**src/rtl/l2d_port_arbiter_pkg.sv**
```systemverilog
// Shared widths, op/state encodings and the op-priority helper for the L2d port arbiter.
package main_memory_config;
    localparam int MAIN_MEMORY_DATA_WIDTH = 128;
endpackage

package cache_config;
    localparam int ADDRESS_WIDTH = 32;
    localparam int DATA_WIDTH    = 32;

    typedef enum logic [1:0] {OP_NONE, OP_READ, OP_WRITE, OP_WB} op_e;
    typedef enum logic [1:0] {IDLE, BUSY, DONE} state_e;

    // Write-back outranks write-word, which outranks read.
    function automatic op_e pick_op(input logic wb, input logic wr, input logic rd);
        if (wb) begin
            return OP_WB;
        end else if (wr) begin
            return OP_WRITE;
        end else if (rd) begin
            return OP_READ;
        end
        return OP_NONE;
    endfunction
endpackage

```
**src/rtl/l2d_port_arbiter_rr_pick.sv**
```systemverilog
// Combinational round-robin picker: first eligible index after i_last, wrapping to 0.
module rr_pick #(
    parameter int N  = 4,
    parameter int IW = (N > 1) ? $clog2(N) : 1
) (
    input  logic [N-1:0]  i_eligible,
    input  logic [IW-1:0] i_last,
    output logic [IW-1:0] o_idx,
    output logic          o_valid
);

    logic [IW-1:0] w_cand;

    always_comb begin
        o_idx   = '0;
        o_valid = 1'b0;
        w_cand  = '0;
        for (int i = 1; i <= N; i++) begin
            w_cand = IW'((int'(i_last) + i) % N);
            if (!o_valid && i_eligible[w_cand]) begin
                o_valid = 1'b1;
                o_idx   = w_cand;
            end
        end
    end

endmodule

```
**src/rtl/l2d_port_arbiter.sv**
```systemverilog
// Arbitrates NUM_REQ L1d requesters onto the single L2d port, one transaction at a time,
// with round-robin fairness, fixed op priority and an abort after TIMEOUT wait cycles.
module l2d_port_arbiter
    import cache_config::*;
    import main_memory_config::*;
#(
    parameter int NUM_REQ = 4,
    parameter int TIMEOUT = 256
) (
    input  logic                                       clk,
    input  logic                                       reset,
    input  logic [NUM_REQ-1:0]                         req_read,
    input  logic [NUM_REQ-1:0]                         req_write,
    input  logic [NUM_REQ-1:0]                         req_wb,
    input  logic [NUM_REQ-1:0][ADDRESS_WIDTH-1:0]      req_addr,
    input  logic [NUM_REQ-1:0][DATA_WIDTH-1:0]         req_wdata,
    input  logic [NUM_REQ-1:0][MAIN_MEMORY_DATA_WIDTH-1:0] req_wbdata,
    output logic [NUM_REQ-1:0]                         gnt,
    output logic [NUM_REQ-1:0]                         done,
    output logic                                       err,
    output logic [MAIN_MEMORY_DATA_WIDTH-1:0]          rdata,
    output logic                                       l2_read_req,
    output logic                                       l2_write_req,
    output logic                                       l2_wb_req,
    output logic [ADDRESS_WIDTH-1:0]                   l2_addr,
    output logic [DATA_WIDTH-1:0]                      l2_wdata,
    output logic [MAIN_MEMORY_DATA_WIDTH-1:0]          l2_wbdata,
    input  logic                                       l2_ready,
    input  logic                                       l2_write_verified,
    input  logic                                       l2_wb_verified,
    input  logic [MAIN_MEMORY_DATA_WIDTH-1:0]          l2_rdata
);

    localparam int IW = (NUM_REQ > 1) ? $clog2(NUM_REQ) : 1;
    localparam int CW = (TIMEOUT > 1) ? $clog2(TIMEOUT) : 1;
    localparam logic [CW-1:0] LAST_COUNT   = CW'(TIMEOUT - 1);
    localparam logic [IW-1:0] RESET_WINNER = IW'(NUM_REQ - 1);

    state_e                            r_state,      w_nextState;
    op_e                               r_op,         w_op;
    logic [IW-1:0]                     r_idx,        w_idx;
    logic [IW-1:0]                     r_lastWinner, w_lastWinner;
    logic [CW-1:0]                     r_count,      w_count;
    logic [NUM_REQ-1:0]                r_gnt,        w_gnt;
    logic [NUM_REQ-1:0]                r_done,       w_done;
    logic                              r_err,        w_err;
    logic [2:0]                        r_l2Req,      w_l2Req;
    logic [ADDRESS_WIDTH-1:0]          r_addr,       w_addr;
    logic [DATA_WIDTH-1:0]             r_wdata,      w_wdata;
    logic [MAIN_MEMORY_DATA_WIDTH-1:0] r_wbdata,     w_wbdata;
    logic [MAIN_MEMORY_DATA_WIDTH-1:0] r_rdata,      w_rdata;

    logic [NUM_REQ-1:0] w_eligible;
    logic [IW-1:0]      w_pickIdx;
    logic               w_pickValid;
    logic               w_complete;

    assign w_eligible = req_read | req_write | req_wb;

    rr_pick #(.N(NUM_REQ), .IW(IW)) u_rr_pick (
        .i_eligible (w_eligible),
        .i_last     (r_lastWinner),
        .o_idx      (w_pickIdx),
        .o_valid    (w_pickValid)
    );

    // Only the completion strobe belonging to the latched op ends the transaction.
    assign w_complete = ((r_op == OP_READ)  && l2_ready)          ||
                        ((r_op == OP_WRITE) && l2_write_verified) ||
                        ((r_op == OP_WB)    && l2_wb_verified);

    always_comb begin
        w_nextState  = r_state;
        w_op         = r_op;
        w_idx        = r_idx;
        w_lastWinner = r_lastWinner;
        w_count      = r_count;
        w_gnt        = r_gnt;
        w_done       = '0;
        w_err        = 1'b0;
        w_l2Req      = r_l2Req;
        w_addr       = r_addr;
        w_wdata      = r_wdata;
        w_wbdata     = r_wbdata;
        w_rdata      = r_rdata;
        case (r_state)
            IDLE: begin
                if (w_pickValid) begin
                    w_idx       = w_pickIdx;
                    w_op        = pick_op(req_wb[w_pickIdx], req_write[w_pickIdx],
                                          req_read[w_pickIdx]);
                    w_addr      = req_addr[w_pickIdx];
                    w_wdata     = req_wdata[w_pickIdx];
                    w_wbdata    = req_wbdata[w_pickIdx];
                    w_gnt       = NUM_REQ'(1) << w_pickIdx;
                    w_l2Req     = {w_op == OP_READ, w_op == OP_WRITE, w_op == OP_WB};
                    w_count     = '0;
                    w_nextState = BUSY;
                end
            end
            BUSY: begin
                if (w_complete || (r_count == LAST_COUNT)) begin
                    w_err        = !w_complete;
                    w_done       = r_gnt;
                    w_l2Req      = '0;
                    w_lastWinner = r_idx;
                    if ((r_op == OP_READ) && l2_ready) begin
                        w_rdata = l2_rdata;
                    end
                    w_nextState  = DONE;
                end else begin
                    w_count = r_count + 1'b1;
                end
            end
            DONE: begin
                w_gnt       = '0;
                w_nextState = IDLE;
            end
            default: begin
                w_nextState = IDLE;
            end
        endcase
    end

    always_ff @(posedge clk or posedge reset) begin
        if (reset) begin
            r_state      <= IDLE;
            r_op         <= OP_NONE;
            r_idx        <= '0;
            r_lastWinner <= RESET_WINNER;
            r_count      <= '0;
            r_gnt        <= '0;
            r_done       <= '0;
            r_err        <= 1'b0;
            r_l2Req      <= '0;
            r_addr       <= '0;
            r_wdata      <= '0;
            r_wbdata     <= '0;
            r_rdata      <= '0;
        end else begin
            r_state      <= w_nextState;
            r_op         <= w_op;
            r_idx        <= w_idx;
            r_lastWinner <= w_lastWinner;
            r_count      <= w_count;
            r_gnt        <= w_gnt;
            r_done       <= w_done;
            r_err        <= w_err;
            r_l2Req      <= w_l2Req;
            r_addr       <= w_addr;
            r_wdata      <= w_wdata;
            r_wbdata     <= w_wbdata;
            r_rdata      <= w_rdata;
        end
    end

    assign gnt          = r_gnt;
    assign done         = r_done;
    assign err          = r_err;
    assign rdata        = r_rdata;
    assign l2_read_req  = r_l2Req[2];
    assign l2_write_req = r_l2Req[1];
    assign l2_wb_req    = r_l2Req[0];
    assign l2_addr      = r_addr;
    assign l2_wdata     = r_wdata;
    assign l2_wbdata    = r_wbdata;

endmodule

```
**config.mk**
```make
export PLATFORM = sky130hd
export DESIGN_NAME = l2d_port_arbiter
export DESIGN_NICKNAME = d
export VERILOG_FILES = /design/src/rtl/l2d_port_arbiter_pkg.sv /design/src/rtl/l2d_port_arbiter_rr_pick.sv /design/src/rtl/l2d_port_arbiter.sv
export SDC_FILE = /design/constraint.sdc
export NUM_CORES = 1
export LEC_CHECK = 0
export ABC_AREA = 1
export ABC_CLOCK_PERIOD_IN_PS = 44000
export CAP_MARGIN = 30
export CORE_AREA = 2 2 492 494
export CTS_CLUSTER_DIAMETER = 150
export CTS_CLUSTER_SIZE = 20
export DETAILED_ROUTE_END_ITERATION = 16
export DIE_AREA = 0 0 494 496
export DONT_BUFFER_PORTS = 1
export SLEW_MARGIN = 20
export SYNTH_ARGS = -nofsm -noshare
export SYNTH_HDL_FRONTEND = slang
export SYNTH_SLANG_ARGS = --single-unit
```
**constraint.sdc**
```tcl
create_clock -name clk -period 44 [get_ports clk]
set_input_delay 13.2 -clock clk [delete_from_list [all_inputs] [get_ports clk]]
set_output_delay 13.2 -clock clk [all_outputs]
set_load 0.02 [all_outputs]
```
==> results of run 1 <==
## worst paths after layout
check	slack, ps	end	cells past startpoint
setup / recovery	27320	l2_wbdata[84]$_DFFE_PP0P_	17
hold / removal	510	r_lastWinner[1]$_DFFE_PP1P_	2
setup reg to reg	39320	l2_wbdata[84]$_DFFE_PP0P_	18
hold reg to reg	510	r_lastWinner[1]$_DFFE_PP1P_	2
max in group asynchronous	28750	l2_wbdata[31]$_DFFE_PP0P_	5
min in group asynchronous	12400	l2_wdata[7]$_DFFE_PP0P_	1
## area by class of cell
class	instances	area (sq um)
clock inverters	11	171.4
inverters	37	171.4
diodes	70	175.2
repair buffers	33	305.3
well taps	3185	3985
flip-flops and latches	348	8711
fillers	28270	215700
multi-input cells	2220	9778
clock buffers	35	663.1
## cells in the mapped netlist
master and instances:
nand2_1 1803, dfrtp_1 346, nand3_1 217, mux2_2 128, buf_2 70, clkbuf_1 46
inv_1 29, nor2_1 26, buf_1 18, buf_6 17, buf_4 12, o21ai_0 11
inv_2 6, xor2_1 5, nand3b_1 4, nand4_1 4, nor3_1 3, a31oi_1 2
dfstp_2 2, nand2_2 2, nand2_4 2, nor2_2 2, nor2_4 2, o22ai_1 2
a21oi_1 1, buf_8 1, ha_1 1, inv_4 1, inv_6 1, nand3b_4 1
nor2_8 1, nor3b_1 1, o21ai_1 1, o31ai_1 1
## worst register-to-register path, cell delays in order, from the launching register on
cell      delay (ps)
dfstp_2          700
inv_6             80
nand2_1           90
nand2_2           80
nand3_1           90
nand2_1          120
nand2_1          110
nand2_1           60
nand2_1           70
nand2_2          160
nand2_8          410
clkinv_8         450
nor2_8           680
buf_12           260
buf_4            680
nand2_1          290
nand3_1          130
nand2_1           60
nand2_1           90
## metal layers
metal | share of wire [%] | GRT usage, % | vias to the layer above
met5 | 0.14 | 0 | -
met4 | 5.8 | 6.793 | 36
met3 | 12 | 6.979 | 421
met2 | 46 | 22.94 | 1421
met1 | 36 | 14.78 | 9339
li1 | - | - | 8468
## state kept, by name, summed over array words and instances, names as in the netlist
register / flops
rdata: 128
done: 4
l2_wbdata: 128
gnt: 4
l2_addr: 32
r_l2Req: 3
r_state: 2
r_count: 8
r_op: 2
err: 1
r_lastWinner: 2
l2_wdata: 32
r_idx: 2
## stage by stage
| step | utilization [%] | instance area (sq um) | std cells | hold WS, ps | power (mW) |
|---|---|---|---|---|---|
| finish | 9.999 | 23960 | 5939 | 507.7 | 2.607 |
| global route | 9.980 | 23920 | 5921 | 548.8 | 2.832 |
| CTS | 9.914 | 23760 | 5868 | 512.4 | 2.689 |
| detailed placement | 9.566 | 22920 | 5822 | 499.0 | 2.393 |
| global placement | 9.558 | 22900 | 5821 | 490.9 | 2.381 |
| floorplan | - | 19480 | 2769 | 473.4 | 1.644 |
## kinds of logic (layout without fill, tap and decap cells)
family / after synthesis / count (layout)
buffers and inverters: 201 / 116
AOI/OAI and AO/OA: 18 / 18
DFF: 348 / 348
adders and majority gates: 1 / 1
muxes: 128 / 128
and+or+nand+nor: 2068 / 2068
other: 0 / 70
xor gates and xnor gates: 5 / 5
## power groups by stage
| stage | logic (mW) | clock network [mW] | registers, mW |
|---|---|---|---|
| floorplan | 0.911 | 0 | 0.733 |
| global placement | 1.40 | 0 | 0.983 |
| detailed placement | 1.41 | 0 | 0.979 |
| CTS | 1.42 | 0.294 | 0.975 |
| global route | 1.54 | 0.300 | 0.988 |
| finish | 1.38 | 0.278 | 0.951 |
==> out/qor.yml, run 1 <==
synthCells: 2769
synth_area_per_cell_sq_um: 7.035
die_h_um: 496
cts_setup_buffers: 0
rsz0062_at_grt: "no"
critPathLaunch: "req_write[3]"
p_clk_share_pct: 10.7
p_leak_nw: 11.00
drive_gt1_share_pct: 8.234
switching_share_pct: 63.42
synthSimpleGateAreaFrac_pct: 41.78
io_buffers: 0
max_freq_ghz: 0.05994
drt_first_pass_iters: 6
antenna_found_initial: 161
slew_headroom_pct: 39.20
synth_top_area_cell: "dfrtp_1"
drt-total-wl_mm: 181.1
required_ps: 44600
grtUsageTotal_pct: 13.95
die_x_um: 494
min_from: "r_idx[1]$_DFFE_PP0P_"
finalSetupViolCount: 0
status: "finished clean"
start_util_pct: 8.129
power_density_nw_per_um2: 108.8
htreeDepth: 1
ys_seq_elements: 348
core-area_sq_um: 239600
synthMuxAreaShare_pct: 7.400
cp-start-kind: "input pin"
gp_congestion: 0.9705
post-route-period-util_pct: 37.92
mostFrequentLayoutCell: "nand2_1"
fin_worst_skew_ps: 34.76
clock_sinks: 348
cts-hold-fix-buffers: 0
finalHoldViolations: 0
intPower_mw: 0.9536
crit_chain: "nor2_1 -> nand3_1 -> nand2_1 -> nor2_1 -> nor2_2 -> nand2_1 -> nand2_1 -> nand2_2 -> nand2_8 -> clkinv_8 -> nor2_8 -> buf_12 -> buf_4 -> nand2_1 -> nand3_1 -> nand2_1 -> nand2_1"
fin_ws_ps: 27320
p_comb_share_pct: 52.9
post_drt_wl_per_cell_um: 30.50
p_seq_share_pct: 36.5
hold_path.class: "register to register"
cts_buffers: 25
arrival_ps: 17290
synth_top_family_by_area: "simple AND/OR/NAND/NOR gates"
clk_latency_ps: 710
drv_slew: 0
syn_area_sq_um: 19480
layout_common_cells: "1802 x nand2_1, 346 x dfrtp_1, 217 x nand3_1"
vias: 19690
clock-root-buffer: "clkbuf_16"
rows: 180
drtIter0Drc: 1513
area_growth_pct: 23.01
cts_tree: "done"
synth_warnings: 0
yosysSeqAreaShare_pct: 44.72
grt_pass1_vias: 18660
clk_pin_slew_worst_paths_ps: 90
switchingPower_mw: 1.653
ios: 1245
cp_slowest_cell: "nor2_8"
clock_path_buffers: 3
max-cap-violations: 0
drcViolationCount: 0
grt_max_degree: 100
synth-compound-area-share_pct: 0.5010
ant_nets: 0
synthAdderAreaFrac_pct: 0.06423
vdd_drop_max_uv: 52.85
critPathTopFamily: "simple AND/OR/NAND/NOR gates"
viasPerCell: 3.315
fin_crit_ps: 16680
synthDistinctLibCells: 34
cpPeakStageDelay_ps: 650
synth_top_cell_area_share_pct: 44.45
worst_pin_slew_ps: 912.0
dp_hpwl_mm: 155.2
cp.buffers_inverters: 3
criticalPathCategory: "input pin to register"
cp-end-kind: "register"
grt_pass1_wl_mm: 218.1
crit_top_cell: "nand2_1"
netlist_top_cells_area: "dfrtp_1 44%, nand2_1 35%, mux2_2 7.4%, nand3_1 5.6%, buf_2 1.8%"
dieArea_sq_um: 245000
final_nets: 3579
r2r-start: "r_lastWinner[0]$_DFFE_PP1P_"
globalRoute.totalOverflow: 0
synth-xor-area-share_pct: 0.2248
synth_fp_nets: 3683
setup_tns_ps: 0
ctsResizeCount: 0
crit_fanout: 60
post-place-ws_ps: 26590
Power figures use the tool's default switching activity.
==> run 2, diff against run 1 <==
--- a/config.mk
+++ b/config.mk
@@ -6,7 +6,7 @@
 export NUM_CORES = 1
 export LEC_CHECK = 0
 export ABC_AREA = 1
-export ABC_CLOCK_PERIOD_IN_PS = 44000
+export ABC_CLOCK_PERIOD_IN_PS = 15750
 export CAP_MARGIN = 30
 export CORE_AREA = 2 2 492 494
 export CTS_CLUSTER_DIAMETER = 150
==> constraint.sdc (replaced) <==
create_clock -name clk -period 15.75 [get_ports clk]
set_input_delay 4.725 -clock clk [delete_from_list [all_inputs] [get_ports clk]]
set_output_delay 4.725 -clock clk [all_outputs]
set_load 0.02 [all_outputs]
==> out/qor.yml, run 2 (same netlist as run 1, synthesis figures left out) <==
status: "finished clean"
io_buffers: 0  # unchanged
mostFrequentLayoutCell: "nand2_1"
hold_path.class: "register to register"
max-cap-violations: 0  # unchanged
worst_pin_slew_ps: 1168  # +255.8 ps
ctsResizeCount: 0  # unchanged
power_density_nw_per_um2: 305.4  # +180%
wl_met1_mm: 65.27  # about the same
arrival_ps: 8840  # -8450 ps
core-area_sq_um: 239600  # unchanged
cp-end-kind: "register"
wl_met3_mm: 23.55  # +5.6%
cp.buffers_inverters: 2  # -1
clock-root-buffer: "clkbuf_16"
critPathLaunch: "req_write[3]"
dieArea_sq_um: 245000  # unchanged
cts-hold-fix-buffers: 0  # unchanged
antenna_found_initial: 171  # +6.2%
grt_pass1_vias: 18790  # +0.70%
clk_latency_ps: 730  # +20 ps
grtUsageTotal_pct: 14.00  # +0.048 points
cts_buffers: 28  # +12%
hold_path_depth: 2  # unchanged
fin_cells: 5941  # +0.034%
criticalPathCategory: "input pin to register"
holdWs_ps: 511.7  # +4.035 ps
r2r_cells: 14  # -4
layout_common_cells: "1802 x nand2_1, 346 x dfrtp_1, 217 x nand3_1"
drt_first_pass_iters: 6  # unchanged
cp-start-kind: "input pin"
start_util_pct: 8.129  # unchanged
vdd_drop_max_uv: 162.1  # +210%
final_cell_area_sq_um: 24030  # +0.30%
dp_hpwl_mm: 155.4  # +0.13%
ios: 1245  # unchanged
slew_headroom_pct: 22.15  # -17 points
max_freq_ghz: 0.1222
crit_chain: "nor2_1 -> nand3_1 -> nand2_1 -> nor2_1 -> nor2_2 -> nand4_1 -> nand2_1 -> nand2_8 -> buf_4 -> nor2_4 -> buf_12 -> nand2_1 -> nand3_1 -> nand2_1 -> nand2_1"
gp_congestion: 0.9914  # +2.2%
fin_ws_ps: 7568  # -19750 ps
grt_pass1_wl_mm: 218.4  # +0.12%
required_ps: 16410  # -28190 ps
fin_worst_skew_ps: 53.21  # +18.45 ps
die_h_um: 496  # unchanged
post-place-ws_ps: 6936  # -19650 ps
setup_tns_ps: 0  # unchanged
cpPeakStageDelay_ps: 680  # +30 ps
finalHoldViolations: 0  # unchanged
finalSetupViolCount: 0  # unchanged
ant_nets: 0  # unchanged
die_x_um: 494  # unchanged
clk_pin_slew_worst_paths_ps: 100  # about the same
vias: 19620  # -0.35%
r2r-start: "r_lastWinner[0]$_DFFE_PP1P_"
htreeDepth: 1  # unchanged
wl_met2_mm: 81.92  # -0.98%
cts_tree: "done"
viasPerCell: 3.302  # -0.38%
final_nets: 3581  # +0.056%
clock_path_buffers: 3  # unchanged
drtIter0Drc: 1675  # +11%
globalRoute.totalOverflow: 0  # unchanged
post_drt_wl_per_cell_um: 30.56  # +0.21%
cp_slowest_cell: "nor2_4"
crit_fanout: 93  # +55%
rsz0062_at_grt: "no"
drt-total-wl_mm: 181.6  # +0.24%
crit_end: "l2_wbdata[16]$_DFFE_PP0P_"
p_leak_nw: 11.04  # +0.32%
drive_gt1_share_pct: 8.479  # +0.25 points
maxUsedRoutingLayer: "met5"
drv_slew: 0  # unchanged
fin_crit_ps: 8182
grt_max_degree: 107  # +7.0%
drcViolationCount: 0  # unchanged
crit_top_cell: "nand2_1"
clock_sinks: 348  # unchanged
r2r_setup_slack_ps: 11080  # -28240 ps
cp.depth: 15  # -2
dpl_cell_area_sq_um: 22910  # about the same
area_growth_pct: 23.37
r2r_end: "l2_wbdata[16]$_DFFE_PP0P_"
fill_cells: 28150  # -0.43%
critPathTopFamily: "simple AND/OR/NAND/NOR gates"
cts_setup_buffers: 0  # unchanged
placed_cells: 5822  # unchanged
rows: 180  # unchanged
post-route-period-util_pct: 51.95
run 2: cell count changes in the layout (fill, tap and decap cells not counted), sizes merged:
cell	before	now
clkinv	5	10
diode	70	67
bufinv	2	0
buf	33	32
clkbuf	35	36
clkinvlp	1	2
inv	40	41
run 2: worst min-delay path, delay by kind of cell (launching register included):
| family | cells | cell delay (ps) |
|---|---|---|
| AOI/OAI and AO/OA | 1 | 80 |
| DFF | 1 | 370 |
| buffers and inverters | 1 | 60 |
run 2: routing by layer:
metal / vias to the layer above / track usage (%)
li1: 8449 / -
met4: 48 / 6.536
met1: 9299 / 14.85
met3: 431 / 7.362
met5: - / 0
met2: 1390 / 22.85
run 2: layout make-up:
type                       count  area (sq um)  area share, %
tap                         3185          3985          16.58
multi-input combinational   2220          9778          40.69
inverter                      37         171.4         0.7133
timing repair buffer          32         265.3          1.104
antenna                       67         167.7         0.6977
clock inverter                16         222.7         0.9267
sequential                   348          8711          36.25
clock buffer                  36         730.7          3.041
run 2: worst min-delay path by stage:
| stage | start | endpoint |
|---|---|---|
| floorplan | r_idx[1]$_DFFE_PP0P_ | r_lastWinner[1]$_DFFE_PP1P_ |
| global placement | r_idx[0]$_DFFE_PP0P_ | r_lastWinner[0]$_DFFE_PP1P_ |
| detailed placement | r_idx[1]$_DFFE_PP0P_ | r_lastWinner[1]$_DFFE_PP1P_ |
| CTS | r_idx[1]$_DFFE_PP0P_ | r_lastWinner[1]$_DFFE_PP1P_ |
| global route | r_idx[1]$_DFFE_PP0P_ | r_lastWinner[1]$_DFFE_PP1P_ |
| finish | r_idx[1]$_DFFE_PP0P_ | r_lastWinner[1]$_DFFE_PP1P_ |
run 2: through the flow:
step / utilization [%] / total power [mW]
2_1_floorplan: - / 4.591
5_1_grt: 10.01 / 7.997
3_3_place_gp: 9.561 / 6.684
6_report: 10.03 / 7.340
4_1_cts: 9.959 / 7.583
3_5_place_dp: 9.561 / 6.694
run 2: report_power, final:
group	switching, mW	internal, mW
combinational	2.87	1.00
clock	0.475	0.352
sequential	1.32	1.32
total	4.67	2.67
==> run 3, diff against run 2 <==
--- a/config.mk
+++ b/config.mk
@@ -6,7 +6,7 @@
 export NUM_CORES = 1
 export LEC_CHECK = 0
 export ABC_AREA = 1
-export ABC_CLOCK_PERIOD_IN_PS = 15750
+export ABC_CLOCK_PERIOD_IN_PS = 8100
 export CAP_MARGIN = 30
 export CORE_AREA = 2 2 492 494
 export CTS_CLUSTER_DIAMETER = 150
==> constraint.sdc (replaced) <==
create_clock -name clk -period 8.1 [get_ports clk]
set_input_delay 2.43 -clock clk [delete_from_list [all_inputs] [get_ports clk]]
set_output_delay 2.43 -clock clk [all_outputs]
set_load 0.02 [all_outputs]
==> out/qor.yml, run 3 (same netlist as run 1, synthesis figures left out) <==
p_comb_share_pct: 52.8  # about the same
switchingPower_mw: 8.969  # +92%
area_growth_pct: 24.17
final_cell_area_sq_um: 24190  # +0.65%
grt_max_degree: 127  # +19%
cts_setup_buffers: 0  # unchanged
die_x_um: 494  # unchanged
antenna_found_initial: 198  # +16%
drive_gt1_share_pct: 8.526  # +0.047 points
die_h_um: 496  # unchanged
core-area_sq_um: 239600  # unchanged
clock_sinks: 348  # unchanged
grtUsageTotal_pct: 14.74  # +0.74 points
viasPerCell: 3.335  # +1.0%
p_leak_nw: 11.11  # +0.62%
grt_pass1_vias: 19250  # +2.5%
dp_hpwl_mm: 160.7  # +3.3%
hold_path.class: "register to register"
power_density_nw_per_um2: 592.0  # +94%
rows: 180  # unchanged
clock-root-buffer: "clkbuf_16"
r2r_setup_slack_ps: 3910  # -7170 ps
worst_pin_slew_ps: 910.1  # -257.7 ps
gp_congestion: 0.9779  # -1.4%
drv_slew: 0  # unchanged
dieArea_sq_um: 245000  # unchanged
placed_cells: 5820  # -0.034%
status: "finished clean"
clock_path_buffers: 3  # unchanged
switching_share_pct: 62.64  # -0.94 points
cp-start-kind: "input pin"
r2r-start: "r_lastWinner[0]$_DFFE_PP1P_"
criticalPathCategory: "input pin to register"
clk_pin_slew_worst_paths_ps: 100  # about the same
drt_first_pass_iters: 6  # unchanged
post-route-period-util_pct: 66.46
drt-total-wl_mm: 189.9  # +4.6%
max_freq_ghz: 0.1858
grt_pass1_wl_mm: 229.3  # +5.0%
finalHoldViolations: 0  # unchanged
htreeDepth: 1  # unchanged
rsz0062_at_grt: "no"
finalSetupViolCount: 0  # unchanged
io_buffers: 0  # unchanged
r2r_end: "l2_wbdata[46]$_DFFE_PP0P_"
fin_worst_skew_ps: 38.59  # -14.62 ps
dpl_cell_area_sq_um: 23000  # +0.41%
post_drt_wl_per_cell_um: 32.00  # +4.7%
intPower_mw: 5.349  # +100%
ant_nets: 0  # unchanged
fin_crit_ps: 5383
globalRoute.totalOverflow: 0  # unchanged
crit_end: "l2_wbdata[46]$_DFFE_PP0P_"
final_nets: 3580  # -0.028%
arrival_ps: 6020  # -2820 ps
layout_common_cells: "1802 x nand2_1, 346 x dfrtp_1, 217 x nand3_1"
vias: 19800  # +0.92%
start_util_pct: 8.129  # unchanged
cts_buffers: 29  # +3.6%
vdd_drop_max_uv: 305.7  # +89%
drtIter0Drc: 1666  # -0.54%
critPathLaunch: "req_write[3]"
cts-hold-fix-buffers: 0  # unchanged
cp-end-kind: "register"
fin_cells: 5936  # -0.084%
crit_fanout: 127  # +37%
clk_latency_ps: 710  # -20 ps
mostFrequentLayoutCell: "nand2_1"
ctsResizeCount: 0  # unchanged
r2r_cells: 17  # +3
slew_headroom_pct: 39.33  # +17 points
p_seq_share_pct: 35.2  # -0.8 points
cts_tree: "done"
max-cap-violations: 0  # unchanged
p_clk_share_pct: 12.0  # +0.7 points
drcViolationCount: 0  # unchanged
setup_tns_ps: 0  # unchanged
required_ps: 8740  # -7670 ps
ios: 1245  # unchanged
run 3: changes by cell type in the layout (fill, tap and decap cells not counted), sizes merged:
| cell | previous run | this run |
|---|---|---|
| bufinv | 0 | 2 |
| clkbuf | 36 | 35 |
| buf | 32 | 30 |
| inv | 41 | 45 |
| clkinvlp | 2 | 1 |
| diode | 67 | 65 |
| clkinv | 10 | 5 |
run 3: through the flow:
stage / total power, mW / utilization (%) / hold WS [ps] / worst slack [ps]
3_3_place_gp: 12.98 / 9.600 / 494.6 / 2076
2_1_floorplan: 8.928 / - / 473.4 / 1013
3_5_place_dp: 13.00 / 9.600 / 503.7 / 2049
4_1_cts: 14.84 / 10.03 / 520.9 / 2834
5_1_grt: 15.60 / 10.07 / 560.1 / 2475
6_report: 14.32 / 10.09 / 519.8 / 2717
run 3: power groups by stage:
stage | registers (mW) | clock network, mW | logic, mW
2_1_floorplan | 3.98 | 0 | 4.95
3_3_place_gp | 5.23 | 0 | 7.75
3_5_place_dp | 5.21 | 0 | 7.79
4_1_cts | 5.19 | 1.83 | 7.82
5_1_grt | 5.26 | 1.85 | 8.50
6_report | 5.04 | 1.72 | 7.56
run 3: cell type report:
type | instances | area [sq um]
multi-input combinational | 2220 | 9778
inverter | 37 | 167.7
timing repair buffer | 30 | 362.8
sequential | 348 | 8711
antenna | 65 | 162.7
clock buffer | 35 | 768.2
clock inverter | 16 | 251.5
fill | 28230 | 215400
tap | 3185 | 3985
run 3: per-layer routing:
| metal | vias up | GRT usage, % | routed length (um) |
|---|---|---|---|
| met1 | 9383 | 15.06 | 66100 |
| met4 | 78 | 6.741 | 9586 |
| met3 | 447 | 8.359 | 25860 |
| li1 | 8449 | - | - |
| met2 | 1441 | 24.36 | 87890 |
| met5 | - | 0 | 507 |
run 3: worst max-delay path, stage by stage:
cell and delay [ps]:
nor2_1 230, nand3_1 140, nand2_1 120, nor2_1 60
nor2_2 170, nand2_1 80, nand2_1 70, nand2_2 170
nand2_8 270, clkinv_8 520, nor2_8 340, buf_12 330
nand2_1 170, nand3_1 330, nand2_1 90, nand2_1 90
run 3: how the worst min path moves through the flow:
stage	from	to	slack, ps	cells after the start
6_report	r_idx[1]$_DFFE_PP0P_	r_lastWinner[1]$_DFFE_PP1P_	520	2
5_1_grt	r_idx[1]$_DFFE_PP0P_	r_lastWinner[1]$_DFFE_PP1P_	560	2
4_1_cts	r_idx[1]$_DFFE_PP0P_	r_lastWinner[1]$_DFFE_PP1P_	520	2
3_5_place_dp	r_idx[1]$_DFFE_PP0P_	r_lastWinner[1]$_DFFE_PP1P_	500	2
3_3_place_gp	r_idx[1]$_DFFE_PP0P_	r_lastWinner[1]$_DFFE_PP1P_	490	2
2_1_floorplan	r_idx[1]$_DFFE_PP0P_	r_lastWinner[1]$_DFFE_PP1P_	470	2
